`config.mk`:
```
export PLATFORM = sky130hd
export DESIGN_NAME = syscall_unit
export DESIGN_NICKNAME = d
export VERILOG_FILES = /design/src/rtl/syscall_unit_pkg.sv /design/src/rtl/syscall_unit.sv
export SDC_FILE = /design/constraint.sdc
export NUM_CORES = 1
export LEC_CHECK = 0
export CELL_PAD_IN_SITES_DETAIL_PLACEMENT = 1
export CELL_PAD_IN_SITES_GLOBAL_PLACEMENT = 2
export CORE_MARGIN = 2
export CORE_UTILIZATION = 31
export DETAILED_ROUTE_END_ITERATION = 12
export GPL_TIMING_DRIVEN = 0
export PLACE_DENSITY = 0.94
export SETUP_SLACK_MARGIN = 0.1
export SLEW_MARGIN = 20
export SYNTH_ARGS = -nofsm -noshare
export SYNTH_HDL_FRONTEND = slang
export SYNTH_SLANG_ARGS = --single-unit
```
`constraint.sdc`:
```
create_clock -name clk -period 2.44 [get_ports clk]
set_input_delay 0.244 -clock clk [delete_from_list [all_inputs] [get_ports clk]]
set_output_delay 0.244 -clock clk [all_outputs]
set_load 0.1 [all_outputs]
```
`src/rtl/syscall_unit_pkg.sv`:
```
// Shared definitions for the SYSCALL unit: service codes, console kinds,
// controller states and the $v0 service decoder.
package syscall_unit_pkg;

  localparam logic [31:0] SYS_PRINT_INT  = 32'd1;
  localparam logic [31:0] SYS_PRINT_CHAR = 32'd11;
  localparam logic [31:0] SYS_EXIT       = 32'd10;

  localparam logic [1:0] CON_INT  = 2'd0;
  localparam logic [1:0] CON_CHAR = 2'd1;

  typedef enum logic [2:0] {
    SC_IDLE    = 3'd0,
    SC_DRAIN   = 3'd1,
    SC_READ    = 3'd2,
    SC_EMIT    = 3'd3,
    SC_RELEASE = 3'd4,
    SC_HALT    = 3'd5
  } sc_state_e;

  typedef enum logic [1:0] {
    SVC_INT,
    SVC_CHAR,
    SVC_EXIT,
    SVC_BAD
  } svc_e;

  function automatic svc_e decode_service(input logic [31:0] v0);
    svc_e svc;
    case (v0)
      SYS_PRINT_INT:  svc = SVC_INT;
      SYS_PRINT_CHAR: svc = SVC_CHAR;
      SYS_EXIT:       svc = SVC_EXIT;
      default:        svc = SVC_BAD;
    endcase
    return svc;
  endfunction

endpackage

```
`src/rtl/syscall_unit.sv`:
```
// SYSCALL execution unit beside decode: stalls, drains, reads $v0/$a0, runs the
// console service, then releases or halts. SYSCALL_TIMEOUT_EN adds a console wait limit.
module syscall_unit
  import syscall_unit_pkg::*;
#(
  parameter int unsigned DRAIN_CYCLES   = 3,
  parameter int unsigned TIMEOUT_CYCLES = 1024
) (
  input  logic        clk,
  input  logic        rst_n,
  input  logic        syscall_id,
  input  logic [31:0] reg_v0,
  input  logic [31:0] reg_a0,
  output logic        stall,
  output logic        bubble_ex,
  output logic        con_valid,
  input  logic        con_ready,
  output logic [1:0]  con_kind,
  output logic [31:0] con_data,
  output logic        halted,
  output logic        bad_syscall,
  output logic        timeout_err
);

  localparam int unsigned CW = (DRAIN_CYCLES > 1) ? $clog2(DRAIN_CYCLES) : 1;
  localparam logic [CW-1:0] DRAIN_LOAD = CW'(DRAIN_CYCLES - 1);

  if (DRAIN_CYCLES == 0 || TIMEOUT_CYCLES == 0) begin : g_bad_cfg
    $error("syscall_unit: DRAIN_CYCLES and TIMEOUT_CYCLES must be non-zero");
  end

  sc_state_e     state_q, state_d;
  logic [CW-1:0] cnt_q, cnt_d;
  logic [31:0]   v0_q, a0_q;
  logic          halted_q, halt_set;
  logic          timeout_set;
  svc_e          svc;

  assign svc = decode_service(v0_q);

`ifdef SYSCALL_TIMEOUT_EN
  localparam int unsigned TW = $clog2(TIMEOUT_CYCLES + 1);
  localparam logic [TW-1:0] WAIT_LAST = TW'(TIMEOUT_CYCLES - 1);

  logic [TW-1:0] wait_q;
  logic          timeout_q;

  always_ff @(posedge clk or negedge rst_n) begin
    if (!rst_n) begin
      wait_q    <= '0;
      timeout_q <= 1'b0;
    end else begin
      if (state_q == SC_READ)
        wait_q <= '0;
      else if (state_q == SC_EMIT && con_valid && !con_ready)
        wait_q <= wait_q + 1'b1;
      if (timeout_set)
        timeout_q <= 1'b1;
    end
  end

  assign timeout_err = timeout_q;
`else
  assign timeout_err = 1'b0;
`endif

  always_ff @(posedge clk or negedge rst_n) begin
    if (!rst_n) begin
      state_q  <= SC_IDLE;
      cnt_q    <= '0;
      v0_q     <= '0;
      a0_q     <= '0;
      halted_q <= 1'b0;
    end else begin
      state_q <= state_d;
      cnt_q   <= cnt_d;
      if (state_q == SC_READ) begin
        v0_q <= reg_v0;
        a0_q <= reg_a0;
      end
      if (halt_set)
        halted_q <= 1'b1;
    end
  end

  always_comb begin
    state_d     = state_q;
    cnt_d       = cnt_q;
    stall       = 1'b0;
    bubble_ex   = 1'b0;
    con_valid   = 1'b0;
    con_kind    = CON_INT;
    con_data    = '0;
    bad_syscall = 1'b0;
    halt_set    = 1'b0;
    timeout_set = 1'b0;

    case (state_q)
      SC_IDLE: begin
        if (syscall_id) begin
          stall     = 1'b1;
          bubble_ex = 1'b1;
          cnt_d     = DRAIN_LOAD;
          state_d   = SC_DRAIN;
        end
      end
      SC_DRAIN: begin
        stall     = 1'b1;
        bubble_ex = 1'b1;
        if (cnt_q == '0)
          state_d = SC_READ;
        else
          cnt_d = cnt_q - 1'b1;
      end
      SC_READ: begin
        stall     = 1'b1;
        bubble_ex = 1'b1;
        state_d   = SC_EMIT;
      end
      SC_EMIT: begin
        stall     = 1'b1;
        bubble_ex = 1'b1;
        case (svc)
          SVC_INT: begin
            con_valid = 1'b1;
            con_kind  = CON_INT;
            con_data  = a0_q;
            if (con_ready)
              state_d = SC_RELEASE;
          end
          SVC_CHAR: begin
            con_valid = 1'b1;
            con_kind  = CON_CHAR;
            con_data  = {24'b0, a0_q[7:0]};
            if (con_ready)
              state_d = SC_RELEASE;
          end
          SVC_EXIT: begin
            halt_set = 1'b1;
            state_d  = SC_HALT;
          end
          default: begin
            bad_syscall = 1'b1;
            state_d     = SC_RELEASE;
          end
        endcase
`ifdef SYSCALL_TIMEOUT_EN
        // Abandon the request on the last waiting cycle; con_valid drops in RELEASE.
        if (con_valid && !con_ready && wait_q == WAIT_LAST) begin
          timeout_set = 1'b1;
          state_d     = SC_RELEASE;
        end
`endif
      end
      SC_RELEASE: begin
        state_d = SC_IDLE;
      end
      SC_HALT: begin
        stall     = 1'b1;
        bubble_ex = 1'b1;
      end
      default: begin
        state_d = SC_IDLE;
      end
    endcase
  end

  assign halted = halted_q;

endmodule
```
==> impl_metrics.env <==
export IMPL_status="complete, but fails checks"
export IMPL_violations="negative setup slack"
export IMPL_cpMostUsedCell="buf_12"
export IMPL_grt_first_pass_wirelength_um=15800
export IMPL_port_buffers=105
export IMPL_ys_flop_type="dfrtp_1"
export IMPL_worstMarginPinSlew_ns=1.07
export IMPL_drv_cap=0
export IMPL_avgViaCountPerCell=4.70
export IMPL_mostFrequentLayoutCell="dfrtp_1"
export IMPL_end_kind="output port"
export IMPL_synth_seq_cells=70
export IMPL_worstPathCellList="nor4_4 -> and4_4 -> nand4_4 -> buf_12 -> buf_16 -> nor3_4 -> buf_12"
export IMPL_avgRoutedWirePerCell_um=16.7
export IMPL_yosysSeqAreaShare_pct=52.3
export IMPL_grt_pass1_vias=3134
export IMPL_drt_iter0_drc=51
export IMPL_fmax_mhz=404
export IMPL_hpwl_um=6670
export IMPL_routed_wl_um=9540
export IMPL_die_w_um=108
export IMPL_antenna_found_initial=0
export IMPL_hold_viol=0
export IMPL_worst_path_largest_cell_delay_ns=0.41
export IMPL_gp_congestion=0.764
export IMPL_fp_dieH_um=108
export IMPL_crit_type="flop to output port"
export IMPL_drv_slew=0
export IMPL_clock_path_buffers=2
export IMPL_crit_fanout=5
export IMPL_h_tree_depth=3
export IMPL_num_nets_final=501
export IMPL_cellLeakagePower_uw=0.00238
export IMPL_pin_count=108
export IMPL_area_growth_pct=63.7
export IMPL_post_place_ws_ns=-0.736
export IMPL_syn_area_per_cell_sq_um=10.9
export IMPL_drt_antenna_violating_nets=0
export IMPL_timing_final_crit_share_pct=101
export IMPL_cp_slowest_cell="dfrtp_1"
export IMPL_start_kind="flop"
export IMPL_overflow=0
export IMPL_cts_buffers=9
export IMPL_setup_violations=19
export IMPL_synth_edff_count=0
export IMPL_rsz0062_at_grt="true"
export IMPL_via_count=2680
export IMPL_first_pass_iters=4
export IMPL_vdd_drop_max_v=0.000594
export IMPL_antenna_cells=0
export IMPL_cp_top_family="simple AND/OR/NAND/NOR gates"
export IMPL_drc=0
export IMPL_setup_slack_ns=-0.0363
export IMPL_placeableCoreArea_sq_um=10400
export IMPL_cts_sinks=70
export IMPL_power_density_nw_per_um2=937
export IMPL_hp_class="input port to asynchronous set/reset pin"
export IMPL_path_buf_inv=3
export IMPL_final_cell_mix="dfrtp_1 (70), clkdlybuf4s50_1 (67), buf_12 (36), nand2_1 (36)"
export IMPL_relSlewSlack_pct=28.4
export IMPL_synth_area_sq_um=3350
export IMPL_synth_cell_types=42
export IMPL_worst_clock_skew_ns=0.00717
export IMPL_clk_pin_slew_ns=0.07
export IMPL_synth_warnings=0
export IMPL_async_flop_share_pct=100
export IMPL_fin_util_pct=52.6
export IMPL_drive_gt1_share_pct=35.9
export IMPL_grt_max_degree=45
export IMPL_min_period_ns=2.48
export IMPL_arrival_ns=2.23
export IMPL_cts_tree="built"
export IMPL_row_count=37
export IMPL_total_power_uw=5130
export IMPL_initial_core_util_pct=32.1
export IMPL_dieArea_sq_um=11600
export IMPL_setup_tns_ns=-0.311
export IMPL_clock_root_buffer="clkbuf_8"
export IMPL_synth_cells=307
export IMPL_grtUsageTotal_pct=17.4
export IMPL_clk_insertion_delay_late_ns=0.34
export IMPL_final_fill_count=1108
export IMPL_cp_data_required_time_ns=2.20
-- cell type report --
cell class | count | area [sq um] | area share (%)
flip-flops and latches | 70 | 1750 | 32.0
multi-input cells | 180 | 1590 | 29.1
repair buffers | 113 | 1480 | 27.0
plain buffers | 22 | 190 | 3.47
well taps | 136 | 170 | 3.11
clock buffers | 11 | 151 | 2.76
inverters | 36 | 135 | 2.47
clock inverters | 2 | 10.0 | 0.183
-- metrics by stage --
step / std cells / hold slack [ns] / area (sq um)
finish: 570 / 0.376 / 5480
CTS: 570 / 0.379 / 5370
global placement: 549 / 0.458 / 4650
detailed placement: 550 / 0.197 / 4660
floorplan: 308 / -0.0516 / 3430
global route: 570 / 0.414 / 5480
-- routing by layer --
layer | wire length [um] | part of all wire (%) | vias up | track usage, %
met2 | 5160 | 54 | 71 | 30.8
met5 | 0 | 0 | - | 0
met3 | 383 | 4.0 | 9 | 3.39
met4 | 117 | 1.2 | 0 | 5.86
li1 | - | - | 1273 | -
met1 | 3880 | 41 | 1327 | 21.2
-- worst paths after layout --
kind | slack [ns] | endpoint | start | cells after the start
max in group asynchronous | 1.50 | a0_q[18] | rst_n | 3
min in group clk | 0.46 | a0_q[24] | reg_a0[24] | 3
max reg2reg | 0.45 | state_q[0] | v0_q[1] | 4
max | -0.04 | con_data[20] | v0_q[22] | 7
min | 0.38 | state_q[1] | rst_n | 2
min reg2reg | 0.48 | halted | halted | 1
-- report_power, final --
part	internal, uW	switching, uW	leakage [uW]
clock	405	411	0.0000869
combinational	852	1410	0.00144
sequential	1740	314	0.000849
total	2990	2140	0.00238
-- worst register-to-register path: cells and delay by family, from the launching register on --
kind | cells | cell delay (ns)
xor+xnor | 1 | 0.87
compound gates | 2 | 0.44
flops | 1 | 0.43
simple gates | 1 | 0.15
-- cells in the mapped netlist (4+ instances only) --
library cell | n | area, sq um
nor3_1 | 14 | 70.1
o21ai_0 | 36 | 180
nor2_1 | 6 | 22.5
nand2_1 | 36 | 135
mux2_1 | 4 | 45.0
nor4_1 | 5 | 31.3
buf_2 | 5 | 25.0
mux2_2 | 27 | 304
dfrtp_1 | 70 | 1750
nor3_2 | 20 | 200
buf_4 | 9 | 67.6
inv_1 | 35 | 131
-- kinds of logic after synthesis --
group | count (synthesis) | share of synthesized area, %
AND/OR/NAND/NOR | 95 | 18.4
flip-flops | 70 | 52.3
buffers and inverters | 58 | 8.97
AO/OA/AOI/OAI | 48 | 8.34
multiplexers | 32 | 10.7
XOR/XNOR | 2 | 0.748
adder cells (fa/ha/maj) | 1 | 0.374
other | 1 | 0.112
-- timing repair --
action                                  CTS  global route
hold buffers                              1             0
endpoints found under the setup margin   37            35
gates cloned                              2             0
gates resized for setup                 331            27
pin swaps                                11             7
hold endpoints to repair                 26             0
buffers inserted                          4             1
-- flip-flops by register name, summed over array words and instances (netlist names) --
| signal | count |
|---|---|
| a0_q | 32 |
| v0_q | 32 |
| state_q | 3 |
| cnt_q | 2 |
| halted | 1 |
Power figures use the tool's default switching activity.
